==> config.mk <==
export PLATFORM = sky130hd
export DESIGN_NAME = config_loader_flat
export DESIGN_NICKNAME = d
export VERILOG_FILES = /design/src/rtl/config_loader_pkg.sv /design/src/rtl/config_loader_if.sv /design/src/rtl/config_loader.sv /design/src/flat_wrapper.sv
export SDC_FILE = /design/constraint.sdc
export NUM_CORES = 1
export LEC_CHECK = 0
export ABC_AREA = 1
export BUFFER_PORTS_ARGS = -buffer_cell sky130_fd_sc_hd__buf_2
export CORE_MARGIN = 5
export CORE_UTILIZATION = 40
export DETAILED_ROUTE_END_ITERATION = 10
export SLEW_MARGIN = 15
export SYNTH_ARGS = -nofsm -noshare
export SYNTH_HDL_FRONTEND = slang
export SYNTH_SLANG_ARGS = --single-unit
==> constraint.sdc <==
create_clock -name clk -period 3.3 [get_ports clk]
set_clock_uncertainty 0.2 [all_clocks]
set_input_delay 0.66 -clock clk [delete_from_list [all_inputs] [get_ports clk]]
set_output_delay 0.66 -clock clk [all_outputs]
set_load 0.1 [all_outputs]
==> src/rtl/config_loader_pkg.sv <==
// Shared FSM encoding and default sizing for the configuration scan-chain loader.
package cfg_pkg;

    typedef enum logic [2:0] {
        IDLE,
        CLEAR,
        FETCH,
        SHIFT_LO,
        SHIFT_HI,
        DONE
    } state_t;

    localparam int WORD_W_DEF    = 32;
    localparam int CHAIN_LEN_DEF = 64;
    localparam int RST_CYC_DEF   = 4;

    // Width of a counter that must reach max_val without wrapping.
    function automatic int cnt_w(input int max_val);
        return (max_val < 1) ? 1 : $clog2(max_val + 1);
    endfunction

endpackage

==> src/rtl/config_loader_if.sv <==
// Host-to-loader config word handshake; a word moves when cfg_valid && cfg_ready.
interface config_loader_if #(
    parameter int WORD_W = 32
) ();

    logic              cfg_valid;
    logic [WORD_W-1:0] cfg_data;
    logic              cfg_ready;

    modport master (
        output cfg_valid,
        output cfg_data,
        input  cfg_ready
    );

    modport slave (
        input  cfg_valid,
        input  cfg_data,
        output cfg_ready
    );

endinterface

==> src/rtl/config_loader.sv <==
// Clears a PE config scan chain, then shifts CHAIN_LEN host bits in (2 clk per bit, bit 0 first).
// Stalls indefinitely in FETCH until the host offers a word; flags any 1 pushed out of the chain tail.
module config_loader
    import cfg_pkg::*;
#(
    parameter int WORD_W    = WORD_W_DEF,
    parameter int CHAIN_LEN = CHAIN_LEN_DEF,
    parameter int RST_CYC   = RST_CYC_DEF
) (
    input  logic           clk,
    input  logic           reset,
    input  logic           start,
    config_loader_if.slave cfg,
    output logic           config_clk,
    output logic           config_reset,
    output logic           config_in,
    input  logic           config_out,
    output logic           busy,
    output logic           done,
    output logic           err
);

    localparam int BC_W = cnt_w(CHAIN_LEN);
    localparam int WB_W = cnt_w(WORD_W);
    localparam int RC_W = cnt_w(RST_CYC);

    localparam logic [BC_W-1:0] BIT_LAST  = BC_W'(CHAIN_LEN - 1);
    localparam logic [WB_W-1:0] WBIT_LAST = WB_W'(WORD_W - 1);
    localparam logic [RC_W-1:0] RST_LAST  = RC_W'(RST_CYC - 1);

    state_t            state;
    state_t            next_state;
    logic [WORD_W-1:0] shreg;
    logic [BC_W-1:0]   bitcnt;
    logic [WB_W-1:0]   wordbit;
    logic [RC_W-1:0]   rstcnt;

    // Chain controls are flopped from next_state so they cannot glitch.
    always_ff @(posedge clk) begin
        if (!reset) begin
            state        <= IDLE;
            config_clk   <= 1'b0;
            config_reset <= 1'b0;
        end else begin
            state        <= next_state;
            config_clk   <= (next_state == SHIFT_HI);
            config_reset <= (next_state == CLEAR);
        end
    end

    always_comb begin
        next_state = state;
        case (state)
            IDLE:     if (start) next_state = CLEAR;
            CLEAR:    if (rstcnt == RST_LAST) next_state = FETCH;
            FETCH:    if (cfg.cfg_valid) next_state = SHIFT_LO;
            SHIFT_LO: next_state = SHIFT_HI;
            SHIFT_HI: begin
                if (bitcnt == BIT_LAST)
                    next_state = DONE;
                else if (wordbit == WBIT_LAST)
                    next_state = FETCH;
                else
                    next_state = SHIFT_LO;
            end
            DONE:     next_state = IDLE;
            default:  next_state = IDLE;
        endcase
    end

    always_comb begin
        cfg.cfg_ready = 1'b0;
        busy          = 1'b1;
        done          = 1'b0;
        config_in     = 1'b0;
        case (state)
            IDLE:               busy          = 1'b0;
            FETCH:              cfg.cfg_ready = 1'b1;
            SHIFT_LO, SHIFT_HI: config_in     = shreg[0];
            DONE:               done          = 1'b1;
            default:            ;
        endcase
    end

    // The tail is sampled on the edge that raises config_clk, i.e. the bit being displaced.
    always_ff @(posedge clk) begin
        if (!reset) begin
            shreg   <= '0;
            bitcnt  <= '0;
            wordbit <= '0;
            rstcnt  <= '0;
            err     <= 1'b0;
        end else begin
            case (state)
                IDLE: if (start) begin
                    err    <= 1'b0;
                    bitcnt <= '0;
                    rstcnt <= '0;
                end
                CLEAR:    rstcnt <= rstcnt + 1'b1;
                FETCH: if (cfg.cfg_valid) begin
                    shreg   <= cfg.cfg_data;
                    wordbit <= '0;
                end
                SHIFT_LO: if (config_out) err <= 1'b1;
                SHIFT_HI: begin
                    shreg   <= shreg >> 1;
                    bitcnt  <= bitcnt + 1'b1;
                    wordbit <= wordbit + 1'b1;
                end
                default:  ;
            endcase
        end
    end

endmodule

==> src/flat_wrapper.sv <==
// flat-port wrapper written by rule: the top's interface ports become plain ports
module config_loader_flat import cfg_pkg::*;
#(
    parameter int WORD_W    = WORD_W_DEF,
    parameter int CHAIN_LEN = CHAIN_LEN_DEF,
    parameter int RST_CYC   = RST_CYC_DEF
)
  (clk, reset, start, config_clk, config_reset, config_in, config_out, busy, done, err, cfg_cfg_valid, cfg_cfg_data, cfg_cfg_ready);
  config_loader_if #(.WORD_W(WORD_W)) cfg_i ();
  input  logic clk;
  input  logic reset;
  input  logic start;
  output logic config_clk;
  output logic config_reset;
  output logic config_in;
  input  logic config_out;
  output logic busy;
  output logic done;
  output logic err;
  input wire logic [$bits(cfg_i.cfg_valid)-1:0] cfg_cfg_valid;
  input wire logic [$bits(cfg_i.cfg_data)-1:0] cfg_cfg_data;
  output wire logic [$bits(cfg_i.cfg_ready)-1:0] cfg_cfg_ready;
  assign cfg_i.cfg_valid = cfg_cfg_valid;
  assign cfg_i.cfg_data = cfg_cfg_data;
  assign cfg_cfg_ready = cfg_i.cfg_ready;
  config_loader #(.WORD_W(WORD_W), .CHAIN_LEN(CHAIN_LEN), .RST_CYC(RST_CYC)) u_core (.clk(clk), .reset(reset), .start(start), .cfg(cfg_i), .config_clk(config_clk), .config_reset(config_reset), .config_in(config_in), .config_out(config_out), .busy(busy), .done(done), .err(err));
endmodule
==> results of run 1 <==
==> worst max-delay path, cell delays in order (launching register included) <==
cell and delay, ps:
dfxtp_1 350, inv_1 100, nor3_1 380, o21a_1 160
buf_2 420
==> layout make-up <==
| type | instances | area (µm²) | share of cell area (%) |
|---|---|---|---|
| Clock buffer | 5 | 68.8 | 2.56 |
| Tap cell | 72 | 90.1 | 3.35 |
| Timing Repair Buffer | 47 | 245 | 9.12 |
| Multi-Input combinational cell | 234 | 1080 | 40.0 |
| Clock inverter | 2 | 38.8 | 1.44 |
| Inverter | 24 | 90.1 | 3.35 |
| Sequential cell | 54 | 1080 | 40.2 |
==> kinds of logic (layout without fill, tap and decap cells) <==
kind of cell	count (synthesis)	in the layout	synth area share [%]
AND/OR/NAND/NOR	165	165	29.6
AO/OA/AOI/OAI	65	65	14.1
flip-flops	54	54	46.2
buffers and inverters	40	78	7.97
adder cells (fa/ha/maj)	4	4	2.14
==> sequential cells by signal (all words and copies together), names as in the netlist <==
name	flops
u_core.shreg	32
u_core.bitcnt	7
u_core.wordbit	6
u_core.rstcnt	3
u_core.state	3
u_core.config_clk	1
u_core.config_reset	1
u_core.err	1
==> layout by cell type (no fill, tap or decap), drive strengths merged <==
cell    netlist  routed
nor2         79      79
nand4         2       2
o22ai         1       1
or2           1       1
nand3b        1       1
inv          23      23
o21a          1       1
nand2        42      42
nor3         29      29
ha            4       4
nand3        10      10
clkbuf        7       5
buf           9      47
bufinv        0       1
nor4          1       1
a21oi        26      26
o21ai        37      37
clkinv        1       2
dfxtp        54      54
==> final timing paths <==
check,start,endpoint,slack (ps),cells past startpoint
hold reg to reg,u_core.rstcnt[0],u_core.rstcnt[0],270,1
setup / recovery,u_core.state[0],config_in,730,4
setup reg to reg,u_core.state[1],u_core.shreg[7],1400,7
hold / removal,u_core.rstcnt[0],u_core.rstcnt[0],270,1
==> power breakdown <==
part	internal, µW	switching [µW]	total, µW	leakage, µW
Clock	223	211	434	0.0000542
Sequential	656	2.49	659	0.000436
Combinational	27.2	54.0	81.2	0.000621
Total	907	267	1170	0.00111
==> through the flow <==
stage / total power (µW) / cell area [µm²] / worst slack (ps) / hold WS [ps] / util [%]
4_1_cts: 1190 / 2690 / 702 / 271 / 48.0
5_1_grt: 1220 / 2690 / 547 / 293 / 48.0
3_5_place_dp: 756 / 2580 / 1050 / 256 / 46.1
6_report: 1170 / 2690 / 728 / 266 / 48.0
2_1_floorplan: 723 / 2340 / 805 / 229 / -
3_3_place_gp: 755 / 2580 / 1080 / 249 / 46.1
==> layer usage <==
metal / share of wire (%) / vias to the layer above
met3: 4.4 / 4
met1: 50 / 958
met4: 0.99 / 0
met2: 45 / 33
li1: - / 1145
met5: 0 / -
==> flow_summary.ini, run 1 <==
[logic_synthesis]
syn_area_per_cell_um2 = 7.13
synth_cell_types = 25
yosysTopAreaCell = dfxtp_1
ys.flop_type = dfxtp_1
synth_area_um2 = 2340
synth_area_leaders = dfxtp_1, nor2_1, o21ai_0, nand2_1, nor3_1
yosys.cell_count.top_type = nor2_1
synth_common_cells = nor2_1, dfxtp_1, nand2_1
yosysWarnings = 0
synth_seq_cells = 54
synthCells = 328
synth_seq_area_share_pct = 46.2
yosysTopAreaCellShare_pct = 46.2
syn_nets = 369
ys_async_sr_fraction_pct = 0
synth_edf_count = 0

[timing]
fmax_mhz = 389
worst_slew_pin_slew_ps = 501
timing.final.setup_violations = 0
setup_tns_ps = 0
rsz0062_at_grt = false
layout_min_cycle_time_ps = 2570
relSlewSlack_pct = 66.4
finalHoldViolations = 0
finalCritPeriodShare_pct = 77.9
drv_slew = 0

[grt]
overflow = 0
grt_max_degree = 38
use_met1_pct = 18.2
grt_use_met2_pct = 23.7
grtUsageMet3_pct = 3.04
antenna_found_initial = 0
grt.total_usage_pct = 14.2
grt_pass1_wl_um = 8710
grt_pass1_vias = 1975
grt.busiest_layer = met2

[worst_setup_path]
startpoint_type = flop
path_max_fanout = 5
cp_data_arrival_time_ps = 1710
worstPathRequired_ps = 2440
worst_setup_path_end_kind = primary output
crit_type = reg -> out

[clock_network]
cts_tree = built
clock_path_buffers = 2
htreeDepth = 2
clkTransAtPathRegs_ps = 90
cts_num_sinks = 54
postCtsHoldBufs = 0
ctsResizeCount = 0
clockRootBuffer = clkbuf_8
post_cts_buffers = 0
worstSkewPairLatency_ps = 310
numCtsBuffers = 5

[route]
drt-vias-per-instance = 4.89
drtIter0Drc = 104
vias = 2140
totalWireLength_um = 5170
drt-pass1-iter-count = 4
ant_nets = 0
drc = 0
wl_per_cell_um = 11.8

[floorplanning]
start_util_pct = 41.7
core-area_um2 = 5610
row_count = 27
die_h_um = 86.5
die_w_um = 86.5
io_pins = 44
dieArea_um2 = 7480

[power]
ir_drop_mv = 0.266
p_per_area_nw_per_um2 = 436
power.leakage_uw = 0.00111

[cells_and_area]
antenna_cells = 0
num-fill-cells = 593
area_growth_pct = 15.0
final_nets = 407
stdcell_count = 438
layout-drive-gt1-share_pct = 16.4

[place]
place_congestion = 0.815
dp_cells = 431
dpl.hpwl_um = 3460
port_buffers = 43

[job]
drv_cap = 0

[hold_path]
hold_path.class = reg -> reg

[run_status]
outcome = completed
Power figures use the tool's default switching activity.
==> run 2, diff against run 1 <==
Clock period 3.3 ns to 2.2 ns, I/O delays scaled along.
==> run 2 against run 1 <==
Net effect: die area stayed put; clock-buffer cell count is 1 higher; total power is 43% higher; sequential cell count stayed put; final area is 1.4% higher; sequential power is 50% higher; routed wire length is 0.60% lower; cell count is 1.1% higher; largest cell class is now multi-input combinational cells; setup slack worse by 600 ps; worst hold slack worse by 83 ps.
==> flow_summary.ini, run 2 (synthesis results as in run 1) <==
[power]
p_per_area_nw_per_um2 = 615
p_seq_share_pct = 58.9
internal_power_uw = 1280
pwr-share-comb_pct = 7.5
p_sw_uw = 398
power_frac_clock_pct = 33.6
ir_drop_mv = 0.292
power.leakage_uw = 0.00113
swShare_pct = 23.7

[timing]
relSlewSlack_pct = 67.6
finalCritPeriodShare_pct = 94.1
fmax_mhz = 483
layout_min_cycle_time_ps = 2070
drv_slew = 0
timing.final.setup_violations = 0
rsz0062_at_grt = false
finalHoldViolations = 0
worst_slew_pin_slew_ps = 489
layout_setup_ws_ps = 130
timing.hold.ws_ps = 183
setup_tns_ps = 0

[worst_setup_path]
worst_r2r_endpoint = u_core.config_reset
cp_data_arrival_time_ps = 1430
worst_setup_path_end_kind = primary output
r2r_start = u_core.bitcnt[0]
startpoint_type = flop
rrSetupSlack_ps = 490
worstPathRequired_ps = 1560
rr_worst_depth = 9
path_max_fanout = 4
crit_type = reg -> out

[grt]
grt_pass1_wl_um = 8850
antenna_found_initial = 0
grt.total_usage_pct = 14.3
grt_pass1_vias = 2018
grt_max_degree = 31
overflow = 0

[floorplanning]
dieArea_um2 = 7480
io_pins = 44
die_w_um = 86.5
die_h_um = 86.5
core-area_um2 = 5610
row_count = 27
start_util_pct = 41.7

[route]
wl_per_cell_um = 11.6
drt-vias-per-instance = 4.92
wl_met2_um = 2340
totalWireLength_um = 5140
ant_nets = 0
drt-pass1-iter-count = 4
top_layer_used = met4
vias = 2180
drt-met1-wl_um = 2470
dr_wl_met3_um = 291
drtIter0Drc = 121
drc = 0

[clock_network]
worstSkewPairLatency_ps = 300
clkTransAtPathRegs_ps = 90
post_cts_buffers = 0
cts_tree = built
cts_num_sinks = 54
postCtsHoldBufs = 0
clock_path_buffers = 2
htreeDepth = 2
clockRootBuffer = clkbuf_8
numCtsBuffers = 5
ctsResizeCount = 0

[place]
dp_cells = 435
place_area_um2 = 2630
port_buffers = 43
dpl.hpwl_um = 3630
place_congestion = 0.748
dp_slack_ps = 414

[cells_and_area]
final_cell_area_um2 = 2730
top_regs = u_core.shreg: 32 flops, u_core.bitcnt: 7 flops, u_core.wordbit: 6 flops
num-fill-cells = 597
final_common_cell = nor2_1
largest_reg_flops = 32
regMostFlops = u_core.shreg
final_nets = 411
area_growth_pct = 16.7
antenna_cells = 0
stdcell_count = 443
final_cell_mix = nor2_1, dfxtp_1, nand2_1, buf_2, o21ai_0
layout-drive-gt1-share_pct = 18.1

[run_status]
outcome = completed

[hold_path]
hold_start = config_out
holdPathEnd = u_core.err
min_path_cells = 3
hold_path.class = in -> reg

[job]
drv_cap = 0
## run 2: cell types whose count changed in the layout (fill, tap and decap cells not counted), sizes merged
cell and delta:
buf +4, bufinv -1, clkbuf +1, clkinvlp +1
## run 2: routing by layer
metal  vias to the layer above  global-route usage [%]
met2                        46                    24.5
met1                       984                    18.7
met3                         5                    2.66
li1                       1145                       -
met5                         -                       0
met4                         0                    3.40
## run 2: power by group through the flow
stage / sequential [µW] / clock [µW] / combinational (µW)
after floorplan: 1020 / 0 / 61.3
after global placement: 1010 / 0 / 127
after detailed placement: 1010 / 0 / 127
after CTS: 988 / 589 / 128
after global routing: 990 / 637 / 141
final: 988 / 564 / 126
## run 2: through the flow
step | utilization (%) | total power [µW]
floorplan | - | 1080
global placement | 46.9 | 1140
detailed placement | 46.9 | 1140
CTS | 48.6 | 1700
global route | 48.7 | 1770
finish | 48.7 | 1680
## run 2: worst max path at each step
stage	start	to	slack (ps)	depth (start not counted)
after floorplan	u_core.state[2]	done	-80	2
after global placement	u_core.state[0]	config_in	400	4
after detailed placement	u_core.state[0]	config_in	410	4
after CTS	u_core.state[0]	config_in	70	4
after global routing	u_core.state[1]	cfg_cfg_ready	10	5
final	u_core.state[1]	cfg_cfg_ready	130	5
## run 2: cell type report
| class | instances | area (µm²) | area share, % |
|---|---|---|---|
| clock inverter | 2 | 12.5 | 0.459 |
| clock buffer | 6 | 82.6 | 3.03 |
| tap | 72 | 90.1 | 3.30 |
| sequential | 54 | 1080 | 39.6 |
| inverter | 24 | 90.1 | 3.30 |
| multi-input combinational | 234 | 1080 | 39.7 |
| timing repair buffer | 51 | 290 | 10.6 |
## run 2: worst max-delay path, stage by stage, from the launching register on
cell,delay (ps)
dfxtp_1,390
inv_2,80
nor2_2,120
nand2_1,90
inv_1,60
buf_2,410
==> run 3, diff against run 2 <==
Settings changed: CORE_MARGIN 5 to 3.
Clock period 2.2 ns to 2.25 ns, I/O delays scaled along.
==> run 3 against run 2 <==
Net effect: final area grew 0.87%; worst hold slack worse by 8.2 ps; non-clock buffer count decreased by 3; sequential power shrank 2.2%; core utilization up 0.72 points; critical path depth is the same; routed wire length barely moved; sequential share of layout area down 0.34 points; clock power up 23%; critical path type unchanged; largest power group unchanged.
==> flow_summary.ini, run 3 (synthesis results as in run 1) <==
[run_status]
outcome = completed

[timing]
relSlewSlack_pct = 67.6
drv_slew = 0
fmax_mhz = 472
finalHoldViolations = 0
timing.final.setup_violations = 0
finalCritPeriodShare_pct = 94.2
worst_slew_pin_slew_ps = 489
rsz0062_at_grt = false
layout_min_cycle_time_ps = 2120

[power]
power_frac_clock_pct = 38.8
p_sw_uw = 410
ir_drop_mv = 0.438
power.leakage_uw = 0.00113
p_seq_share_pct = 54.3
internal_power_uw = 1370
p_per_area_nw_per_um2 = 647
swShare_pct = 23.0
fin_total_pwr_uw = 1780
pwr-share-comb_pct = 6.9

[grt]
grt.total_usage_pct = 15.7
antenna_found_initial = 0
grt_pass1_wl_um = 8340
overflow = 0
grt_pass1_vias = 1934
grt_max_degree = 37

[route]
ant_nets = 0
wl_per_cell_um = 11.7
totalWireLength_um = 5140
drt-pass1-iter-count = 5
drtIter0Drc = 94
vias = 2139
drt-vias-per-instance = 4.86
drc = 0

[floorplanning]
die_w_um = 82.5
row_count = 27
core-area_um2 = 5570
die_h_um = 82.5
io_pins = 44
dieArea_um2 = 6800
start_util_pct = 42.0

[cells_and_area]
final_common_cell = nor2_1
top_regs = u_core.shreg: 32 flops, u_core.bitcnt: 7 flops, u_core.wordbit: 6 flops
num-fill-cells = 578
area_growth_pct = 17.7
final_nets = 408
regMostFlops = u_core.shreg
layout-drive-gt1-share_pct = 17.9
fin_util_pct = 49.4
antenna_cells = 0
final_cell_mix = nor2_1, dfxtp_1, buf_2
largest_reg_flops = 32

[clock_network]
numCtsBuffers = 5
postCtsHoldBufs = 0
cts_num_sinks = 54
post_cts_buffers = 0
htreeDepth = 2
clkTransAtPathRegs_ps = 90
worstSkewPairLatency_ps = 310
cts_tree = built
clock_path_buffers = 2
clockRootBuffer = clkbuf_8

[worst_setup_path]
cp_slowest_stage_delay_ps = 340
crit_type = reg -> out
path_buf_inv = 2
path_max_fanout = 13
startpoint_type = flop
cp_cell_sequence = nor2_2 > nand2_2 > inv_4 > o21a_2 > buf_12
critPathTopFamily = flip-flops
cp_data_arrival_time_ps = 1470
worstPathRequired_ps = 1600
worst_setup_path_end_kind = primary output
crit_slowest_cell = dfxtp_1

[hold_path]
hold_path.class = in -> reg

[place]
port_buffers = 43
dpl.hpwl_um = 3510
place_congestion = 0.836

[job]
drv_cap = 0
==> run 3: worst reg2reg max path: stages, from the launching register on <==
cell and delay (ps):
dfxtp_1 400, ha_1 180, nand2_1 70, nor2_1 250
nand2_1 90, nor2_1 190, nor2_1 70, nand2_1 70
nand2_1 60, nor2_1 120
==> run 3: power groups by stage <==
stage                     logic [µW]  registers, µW  clock network (µW)
final                            123            966                 691
after global placement           122            988                   0
after floorplan                 59.9           1000                   0
after detailed placement         123            988                   0
after global routing             137            967                 745
after CTS                        124            966                 707
==> run 3: final timing paths <==
check	depth (start not counted)	endpoint	start	slack, ps
max reg2reg	9	u_core.config_reset	u_core.bitcnt[0]	490
max	5	config_in	u_core.state[0]	130
min	3	u_core.err	config_out	180
min reg2reg	1	u_core.rstcnt[0]	u_core.rstcnt[0]	270
==> run 3: cell type report <==
| type | count | area (µm²) | area share, % |
|---|---|---|---|
| clock buffer | 6 | 82.6 | 3.00 |
| clock inverter | 2 | 38.8 | 1.41 |
| inverter | 24 | 92.6 | 3.36 |
| multi-input combinational | 234 | 1090 | 39.5 |
| sequential | 54 | 1080 | 39.3 |
| tap | 72 | 90.1 | 3.27 |
| timing repair buffer | 48 | 280 | 10.2 |
==> run 3: what timing repair did <==
item / 4_1_cts / 5_1_grt
setup endpoints to repair: 1 / 1
gates cloned: 0 / 0
resized for setup: 2 / 2
pin swaps: 0 / 0
==> run 3: through the flow <==
stage / instance area (µm²) / setup slack (ps) / hold WS, ps / cells / setup TNS (ps)
6_report: 2750 / 130 / 175 / 440 / 0
2_1_floorplan: 2340 / -35.3 / 229 / 328 / -35.3
3_3_place_gp: 2620 / 312 / 245 / 432 / 0
5_1_grt: 2750 / 36.7 / 201 / 440 / 0
3_5_place_dp: 2620 / 297 / 255 / 432 / 0
4_1_cts: 2750 / 41.1 / 175 / 440 / 0
==> run 3: routing by layer <==
metal	vias to the layer above	wire length, µm	global-route usage, %
met5	-	0	0
met4	0	56	4.49
met3	7	224	3.36
met2	37	2360	27.3
met1	952	2500	19.5
li1	1143	-	-
